`src/rtl/elevator_disp_pkg.sv`:
```
// Shared constants for the multiplexed seven-segment display.
// Glyphs are active-low and ordered {g,f,e,d,c,b,a}.
package elevator_disp_pkg;

  typedef logic [6:0] glyph_t;

  localparam logic [7:0] SEG_OFF = 8'hFF;

  localparam glyph_t GLYPH_0 = 7'h40;
  localparam glyph_t GLYPH_1 = 7'h79;
  localparam glyph_t GLYPH_2 = 7'h24;
  localparam glyph_t GLYPH_3 = 7'h30;
  localparam glyph_t GLYPH_4 = 7'h19;
  localparam glyph_t GLYPH_5 = 7'h12;
  localparam glyph_t GLYPH_6 = 7'h02;
  localparam glyph_t GLYPH_7 = 7'h78;
  localparam glyph_t GLYPH_8 = 7'h00;
  localparam glyph_t GLYPH_9 = 7'h10;
  localparam glyph_t GLYPH_A = 7'h08;
  localparam glyph_t GLYPH_B = 7'h03;
  localparam glyph_t GLYPH_C = 7'h46;
  localparam glyph_t GLYPH_D = 7'h21;
  localparam glyph_t GLYPH_E = 7'h06;
  localparam glyph_t GLYPH_F = 7'h0E;

endpackage

```
`src/rtl/seg_hex_decode.sv`:
```
// Combinational hex nibble to active-low seven-segment glyph lookup.
module seg_hex_decode
  import elevator_disp_pkg::*;
(
  input  logic [3:0] nibble,
  output logic [6:0] glyph
);

  // Map each hex value onto its segment pattern.
  always_comb begin
    glyph = GLYPH_0;
    unique case (nibble)
      4'h0: glyph = GLYPH_0;
      4'h1: glyph = GLYPH_1;
      4'h2: glyph = GLYPH_2;
      4'h3: glyph = GLYPH_3;
      4'h4: glyph = GLYPH_4;
      4'h5: glyph = GLYPH_5;
      4'h6: glyph = GLYPH_6;
      4'h7: glyph = GLYPH_7;
      4'h8: glyph = GLYPH_8;
      4'h9: glyph = GLYPH_9;
      4'hA: glyph = GLYPH_A;
      4'hB: glyph = GLYPH_B;
      4'hC: glyph = GLYPH_C;
      4'hD: glyph = GLYPH_D;
      4'hE: glyph = GLYPH_E;
      4'hF: glyph = GLYPH_F;
      default: glyph = GLYPH_0;
    endcase
  end

endmodule

```
`src/rtl/seg_scan_display.sv`:
```
// Time-multiplexed seven-segment scanner. Inputs are snapshotted once per
// frame so a frame never shows a mix of old and new values, and the
// anode/cathode outputs are registered so they move together with scan_idx.
module seg_scan_display
  import elevator_disp_pkg::*;
#(
  parameter int NUM_DIGITS   = 8,
  parameter int REFRESH_DIV  = 100000,
  parameter int BLINK_FRAMES = 64
) (
  input  logic                    ck,
  input  logic                    rst_n,
  input  logic [4*NUM_DIGITS-1:0] digits,
  input  logic [NUM_DIGITS-1:0]   dp,
  input  logic [NUM_DIGITS-1:0]   blank,
  input  logic [NUM_DIGITS-1:0]   blink,
  output logic [7:0]              seg,
  output logic [NUM_DIGITS-1:0]   an,
  output logic [2:0]              scan_idx,
  output logic                    frame_start
);

  localparam int PRE_W = (REFRESH_DIV > 1) ? $clog2(REFRESH_DIV) : 1;
  localparam int FRM_W = (BLINK_FRAMES > 1) ? $clog2(BLINK_FRAMES) : 1;
  localparam logic [PRE_W-1:0] PRE_LAST = PRE_W'(REFRESH_DIV - 1);
  localparam logic [FRM_W-1:0] FRM_LAST = FRM_W'(BLINK_FRAMES - 1);
  localparam logic [2:0]       IDX_LAST = 3'(NUM_DIGITS - 1);

  logic [PRE_W-1:0]        pre_q, pre_d;
  logic [2:0]              scan_idx_q, scan_idx_d;
  logic [FRM_W-1:0]        frame_q, frame_d;
  logic                    phase_q, phase_d;
  logic                    frame_start_q, frame_start_d;
  logic [NUM_DIGITS-1:0]   an_q, an_d;
  logic [7:0]              seg_q, seg_d;
  logic [4*NUM_DIGITS-1:0] sh_digits_q, sh_digits_d;
  logic [NUM_DIGITS-1:0]   sh_dp_q, sh_dp_d;
  logic [NUM_DIGITS-1:0]   sh_blank_q, sh_blank_d;
  logic [NUM_DIGITS-1:0]   sh_blink_q, sh_blink_d;

  logic                    tick;
  logic                    wrap;
  logic [3:0]              cur_nibble;
  logic                    cur_dp;
  logic                    cur_blank;
  logic                    cur_blink;
  logic                    cur_dark;
  logic [NUM_DIGITS-1:0]   cur_sel;
  logic [6:0]              glyph;

  // Prescaler, slot index, frame snapshot and blink phase bookkeeping.
  always_comb begin
    tick          = (pre_q == PRE_LAST);
    wrap          = tick && (scan_idx_q == IDX_LAST);
    pre_d         = tick ? '0 : pre_q + PRE_W'(1);
    scan_idx_d    = scan_idx_q;
    frame_d       = frame_q;
    phase_d       = phase_q;
    frame_start_d = wrap;
    sh_digits_d   = sh_digits_q;
    sh_dp_d       = sh_dp_q;
    sh_blank_d    = sh_blank_q;
    sh_blink_d    = sh_blink_q;
    if (tick) begin
      scan_idx_d = wrap ? 3'd0 : scan_idx_q + 3'd1;
    end
    if (wrap) begin
      sh_digits_d = digits;
      sh_dp_d     = dp;
      sh_blank_d  = blank;
      sh_blink_d  = blink;
      if (frame_q == FRM_LAST) begin
        frame_d = '0;
        phase_d = ~phase_q;
      end else begin
        frame_d = frame_q + FRM_W'(1);
      end
    end
  end

  // Pick the attributes of the slot being entered, using the post-capture shadows.
  always_comb begin
    cur_nibble = 4'h0;
    cur_dp     = 1'b0;
    cur_blank  = 1'b0;
    cur_blink  = 1'b0;
    cur_sel    = '0;
    for (int i = 0; i < NUM_DIGITS; i++) begin
      if (scan_idx_d == 3'(i)) begin
        cur_nibble = sh_digits_d[4*i +: 4];
        cur_dp     = sh_dp_d[i];
        cur_blank  = sh_blank_d[i];
        cur_blink  = sh_blink_d[i];
        cur_sel[i] = 1'b1;
      end
    end
    cur_dark = cur_blank | (cur_blink & phase_d);
  end

  seg_hex_decode u_hex_decode (
    .nibble (cur_nibble),
    .glyph  (glyph)
  );

  // Next anode/cathode drive, refreshed only when the slot changes.
  always_comb begin
    an_d  = an_q;
    seg_d = seg_q;
    if (tick) begin
      if (cur_dark) begin
        an_d  = '1;
        seg_d = SEG_OFF;
      end else begin
        an_d  = ~cur_sel;
        seg_d = {~cur_dp, glyph};
      end
    end
  end

  // State registers; reset leaves the display dark until the first snapshot.
  always_ff @(posedge ck) begin
    if (!rst_n) begin
      pre_q         <= '0;
      scan_idx_q    <= 3'd0;
      frame_q       <= '0;
      phase_q       <= 1'b0;
      frame_start_q <= 1'b0;
      an_q          <= '1;
      seg_q         <= SEG_OFF;
      sh_digits_q   <= '0;
      sh_dp_q       <= '0;
      sh_blank_q    <= '1;
      sh_blink_q    <= '0;
    end else begin
      pre_q         <= pre_d;
      scan_idx_q    <= scan_idx_d;
      frame_q       <= frame_d;
      phase_q       <= phase_d;
      frame_start_q <= frame_start_d;
      an_q          <= an_d;
      seg_q         <= seg_d;
      sh_digits_q   <= sh_digits_d;
      sh_dp_q       <= sh_dp_d;
      sh_blank_q    <= sh_blank_d;
      sh_blink_q    <= sh_blink_d;
    end
  end

  assign seg         = seg_q;
  assign an          = an_q;
  assign scan_idx    = scan_idx_q;
  assign frame_start = frame_start_q;

endmodule
```
`config.mk`:
```
export PLATFORM = sky130hd
export DESIGN_NAME = seg_scan_display
export DESIGN_NICKNAME = d
export VERILOG_FILES = /design/src/rtl/elevator_disp_pkg.sv /design/src/rtl/seg_hex_decode.sv /design/src/rtl/seg_scan_display.sv
export SDC_FILE = /design/constraint.sdc
export NUM_CORES = 1
export LEC_CHECK = 0
export ABC_AREA = 1
export ABC_CLOCK_PERIOD_IN_PS = 6900
export BUFFER_PORTS_ARGS = -buffer_cell sky130_fd_sc_hd__buf_2
export CAP_MARGIN = 30
export CORE_MARGIN = 3
export CORE_UTILIZATION = 45
export CTS_BUF_LIST = sky130_fd_sc_hd__clkbuf_8 sky130_fd_sc_hd__clkbuf_16
export DETAILED_ROUTE_END_ITERATION = 8
export GPL_TIMING_DRIVEN = 0
export PLACE_DENSITY = 0.74
export SYNTH_ARGS = -nofsm -noshare
export SYNTH_HDL_FRONTEND = slang
export SYNTH_SLANG_ARGS = --single-unit
```
`constraint.sdc`:
```
create_clock -name ck -period 6.9 [get_ports ck]
set_clock_uncertainty 0.1 [all_clocks]
set_input_delay 1.38 -clock ck [delete_from_list [all_inputs] [get_ports ck]]
set_output_delay 1.38 -clock ck [all_outputs]
set_load 0.01 [all_outputs]
```
# Yosys cells after proc, flatten, opt, wreduce, memory -nomap -nowiden
# Memories as Yosys holds them, arrays and structs flattened.
# Cells that the tools add are included.
# W data, S select, Z words.
[classes]
n_addsub = 3
eq_ne = 10
n_mux = 51
bitwise_logic = 6
reduce_logical = 3
[ops]
columns = ["op", "n"]
rows = [
  ["$mux W8", 5],
  ["$mux W1", 34],
  ["$mux W32", 1],
  ["$mux W4", 8],
  ["$add A17 B1 Y17 const B", 1],
  ["$eq A17 B17 Y1 const B", 1],
  ["$eq A3 B3 Y1 const B", 5],
  ["$not A8 Y8", 1],
  ["$add A6 B1 Y6 const B", 1],
  ["$eq A3 B2 Y1 const B", 2],
  ["$eq A6 B6 Y1 const B", 1],
  ["$mux W3", 2],
  ["$mux W6", 1],
  ["$add A3 B1 Y3 const B", 1],
  ["$eq A3 B1 Y1 const B", 1],
  ["$logic_not A3 Y1", 1],
  ["$not A1 Y1", 3],
  ["$reduce_or A2 Y1", 1],
  ["$and A1 B1 Y1", 1],
  ["$logic_and A1 B1 Y1", 1],
  ["$or A1 B1 Y1", 1],
]
[totals]
register_bits = 100
mem_bits_ro = 112
in_bits = 58
output_inout_bits = 20
word_cells = 85
n_memories = 1
[mem_list]
columns = ["name", "words", "width", "rd", "rd_clocked_by_memory_dff", "wr", "line", "source"]
rows = [
  ["(no name shown)", 16, 7, 1, 0, 0, "seg_hex_decode.sv:12", "unique case (nibble)"],
]

# Logic depth before layout (Yosys ltp)
[logic_depth]
depth_word = 16
ltp_mapped = 22
ltp_nobuf = 22

# By module
# A second synthesis with hierarchy kept.
[hier_totals]
cells_unflattened = 692
hier_area_um2 = 4909.7
[by_module_without_submodules]
columns = ["module", "instances", "cells_per_inst", "area_each_um2", "seq_area_each_um2"]
rows = [
  ["seg_scan_display", 1, 643, 4635.7, 2001.9],
  ["seg_hex_decode", 1, 49, 274.0, 0.0],
]

# Least setup slack after synthesis
# Ideal clock, no wire load.
[synth_timing]
kind = "input to register"
startpoint = "in digits[9]"
endpoint = "reg seg_q[3] (netlist: seg[3])"
setup_time_ns = 0.109
arrival_time_ns = 2.680
required_time_ns = 6.691
setup_slack_ns = 4.011
path_stages = 15
path_cell_list = "nand2_1 -> nand2_1 -> nand2_1 -> nand3_1 -> nor2_1 -> nand3_1 -> nor3_2 -> inv_1 -> ha_1 -> nand2_1 -> nand2_1 -> nand2_1 -> nand3_1 -> nand2_1 -> inv_1"
[synth_via]
elab_chain_len = 9
[synth_rtl]
columns = ["item", "line", "source"]
rows = [
  ["from (decl)", "seg_scan_display.sv:13", "input logic [4*NUM_DIGITS-1:0] digits,"],
  ["$mux W32", "seg_scan_display.sv:67", "if (wrap) begin"],
  ["$mux W4 (6 in series)", "seg_scan_display.sv:89", "if (scan_idx_d == 3'(i)) begin"],
  ["$mem_v2 Z16 W7", "n/a", ""],
  ["$mux W8", "seg_scan_display.sv:110", "if (cur_dark) begin"],
  ["to (signal assigned)", "seg_scan_display.sv:141", "seg_q <= seg_d;"],
  ["to (decl)", "seg_scan_display.sv:35", "logic [7:0] seg_q, seg_d;"],
]
# Every way passes these cells.
# A chain may end at the register's enable or synchronous reset.

# Final worst setup path
[layout_timing]
startpoint = "reg pre_q[0]"
endpoint = "reg seg_q[0] (netlist: seg[0])"
[layout_via]
elab_chain_len = 16
word_cells_on_any_way = 44
cone_classes = "8 x eq/ne; 31 x mux; 2 x bitwise; 2 x reduce/logical; 1 x memory"
[layout_rtl]
columns = ["item", "line", "source"]
rows = [
  ["from (decl)", "seg_scan_display.sv:29", "logic [PRE_W-1:0] pre_q, pre_d;"],
  ["from (signal assigned)", "seg_scan_display.sv:135", "pre_q <= pre_d;"],
  ["$eq A17 B17 Y1 (*)", "seg_scan_display.sv:53", "tick = (pre_q == PRE_LAST);"],
  ["branches (longest 15 deep; another with $mux W4)", "n/a", ""],
]
# Every way passes the cells marked *.

==> results.cfg <==
[synth]
synth-compound-area-share_pct = 8.69
synthCells = 690
synth-simple-area-share_pct = 36.5
ys.flop_type = dfxtp_1
yosysWarningCount = 0
seq_area_frac_synth_pct = 41.4
synth_area_um2 = 4840
syn_nets = 758
synth_top_family_by_area = simple AND/OR/NAND/NOR gates
yosysTopAreaCellShare_pct = 41.4
ys_top_cells_by_area = dfxtp_1 41%, nand2_1 15%, nor2_1 8.6%, inv_1 5.0%, a21oi_1 4.4%
synth-edff-count = 0
synth_seq_cells = 100
synth-xor-area-share_pct = 0.543
synthArstFlopShare_pct = 0
synth_area_leader_cell = dfxtp_1
ys_top_cells_by_count = 194 x nand2_1, 111 x nor2_1, 100 x dfxtp_1
synth_mux_area_share_pct = 2.69
synth-adder-area-share_pct = 2.59
yosysMostFrequentCell = nand2_1
avgSynthCellArea_um2 = 7.01
synth_cell_types = 40

[hold_path]
hold_class = reg -> reg
hold_depth = 1
min_to = pre_q[0]
hold_start = pre_q[0]

[clock_network]
cts_tree = done
h-tree-depth = 3
clk_latency_ns = 0.37
cts_hold_buf = 0
cts-resized-gates = 0
clkSinkCount = 100
cts_buffer_depth = 2
cts.clk_slew.worst_paths_ns = 0.08
root_buffer = clkbuf_8
numCtsBuffers = 9
cts_setup_buffers = 0

[setup_path]
reg2reg_to = seg[0]
worstPathArrival_ns = 3.89
reg2reg_from = pre_q[0]
setup.worst_path.end_class = register
startpoint_type = register
r2r_cells = 17
cp_data_required_time_ns = 7.05
path_cells = ha_1, nand3_1, nor3_1, nand3_1, buf_2, buf_2, nand2_1, nand2_1, nand2_1, nand3_1, nor3_2, inv_1, ha_1, nand4_1, nor2_1, a21oi_1, a21oi_1
r2r_slack_ns = 3.16
crit_type = reg -> reg
cp_slowest_stage_delay_ns = 0.42
critPathMaxFanout = 10
crit_slowest_cell = nor3_1

[placement]
place_area_um2 = 5400
routabilityCongestion = 0.916
io_buffers = 77
dp_hpwl_mm = 9.82

[drt]
routed_wl_mm = 12.8
drt_iter0_drc = 316
drcViolationCount = 0
dr.pass1.iters = 5
drt.antenna.violating_nets = 0
routedWlPerCell_um = 13.9
vias = 4668
vias_per_cell = 5.08

[grt]
track_usage_pct = 22.2
grt_pass1_vias = 4425
grt_overflow = 0
grt_first_pass_wirelength_mm = 20.6
grt_max_degree = 16
antenna_found_initial = 0

[die]
rows = 37
design.core.area_um2 = 10400
die_h_um = 110
io_pins = 78
die-area_um2 = 12000
start_util_pct = 46.7
chipWidth_um = 110

[cells_and_area]
stdcell_area_um2 = 5590
area_delta_synth_final_pct = 15.4
num_antenna_cells = 0
fillers = 1037
drive_above_1_share_pct = 16.9
nets = 846
utilization_pct = 53.9
ff_latch_area_um2 = 2000
multi_input_area_um2 = 2470

[timing]
setup_violations = 0
hold_viol_final = 0
max_slew.worst_pin.slew_ns = 0.563
drv_slew = 0
fmax_mhz = 267
finalCritPeriodShare_pct = 54.2
period_needed_ns = 3.74
fin_tns_setup_ns = 0
slew_headroom_pct = 62.5
grt_setup_unrepaired = false

[pwr]
cellPowerDensity_nw_per_um2 = 177
p_leak_nw = 2.53
vdd_drop_max_v = 0.0000856

[status]
status = finished, final reports clean

[job]
maxCapViolCount = 0
-- per-stage QoR --
step	instances	hold WS [ns]	worst slack [ns]	power (W)
floorplan	690	0.318	4.01	0.000604
global placement	903	0.329	3.34	0.000626
detailed placement	903	0.347	3.22	0.000627
CTS	918	0.364	3.20	0.000994
global route	918	0.397	2.85	0.00102
finish	918	0.365	3.16	0.000986
-- worst max-delay path by stage --
stage	startpoint	slack [ns]	cells after the start	to
after floorplan	digits[9]	4.01	15	seg[3]
after global placement	pre_q[0]	3.34	17	seg[0]
after detailed placement	pre_q[0]	3.22	17	seg[0]
after CTS	pre_q[0]	3.20	17	seg[0]
after global routing	pre_q[0]	2.85	20	seg[3]
final	pre_q[0]	3.16	17	seg[0]
-- worst max-delay path, delay by kind of cell, from the launching register on --
family	cells	cell delay (ns)
DFF	1	0.36
and+or+nand+nor	10	1.79
buffers and inverters	3	0.64
AOI/OAI and AO/OA	2	0.28
adders and majority gates	2	0.44
-- flip-flops by register name, indices dropped and copies added, names as in the netlist --
register / cells
sh_blank_q: 8
sh_blink_q: 8
phase_q: 1
pre_q: 17
seg: 8
frame_start: 1
frame_q: 6
scan_idx: 3
an: 8
sh_dp_q: 8
sh_digits_q: 32
-- kinds of logic (layout without fill, tap and decap cells) --
family          after synthesis  count (layout)
xor+xnor                      3               3
flops                       100             100
buf+inv                      88             180
fa+ha+maj                    10              10
simple gates                400             400
mux                          13              13
compound gates               76              76
-- layer usage --
layer / track usage, % / share of wire [%]
met5: 0 / 0
met4: 7.30 / 1.8
met3: 4.11 / 6.1
met2: 37.4 / 48
met1: 28.6 / 44
-- cell type report --
type / instances / area share (%)
buffer: 22 / 2.22
clock buffer: 10 / 2.46
clock inverter: 5 / 0.941
inverter: 66 / 4.44
multi-input combinational: 502 / 44.2
sequential: 100 / 35.8
tap: 136 / 3.05
timing repair buffer: 77 / 6.90
-- layout by cell type, fill, tap and decap left out, drive strengths merged --
cell     instances
a21oi           44
a221oi           1
a31oi            1
buf             89
bufinv           1
clkbuf          20
clkinv           2
dfxtp          100
ha              10
inv             68
mux2i           13
nand2          199
nand3           41
nand4           17
nor2           116
nor3            17
nor3b            2
nor4             2
o2111ai          1
o21a             3
o21ai           19
o22ai            7
or2              6
xnor2            2
xor2             1
-- where the power goes --
part | switching (W) | internal, W
clock | 0.000199 | 0.000175
combinational | 0.0000193 | 0.0000149
sequential | 0.00000103 | 0.000578
total | 0.000219 | 0.000768
No activity file was read; power rests on OpenSTA's default activity.
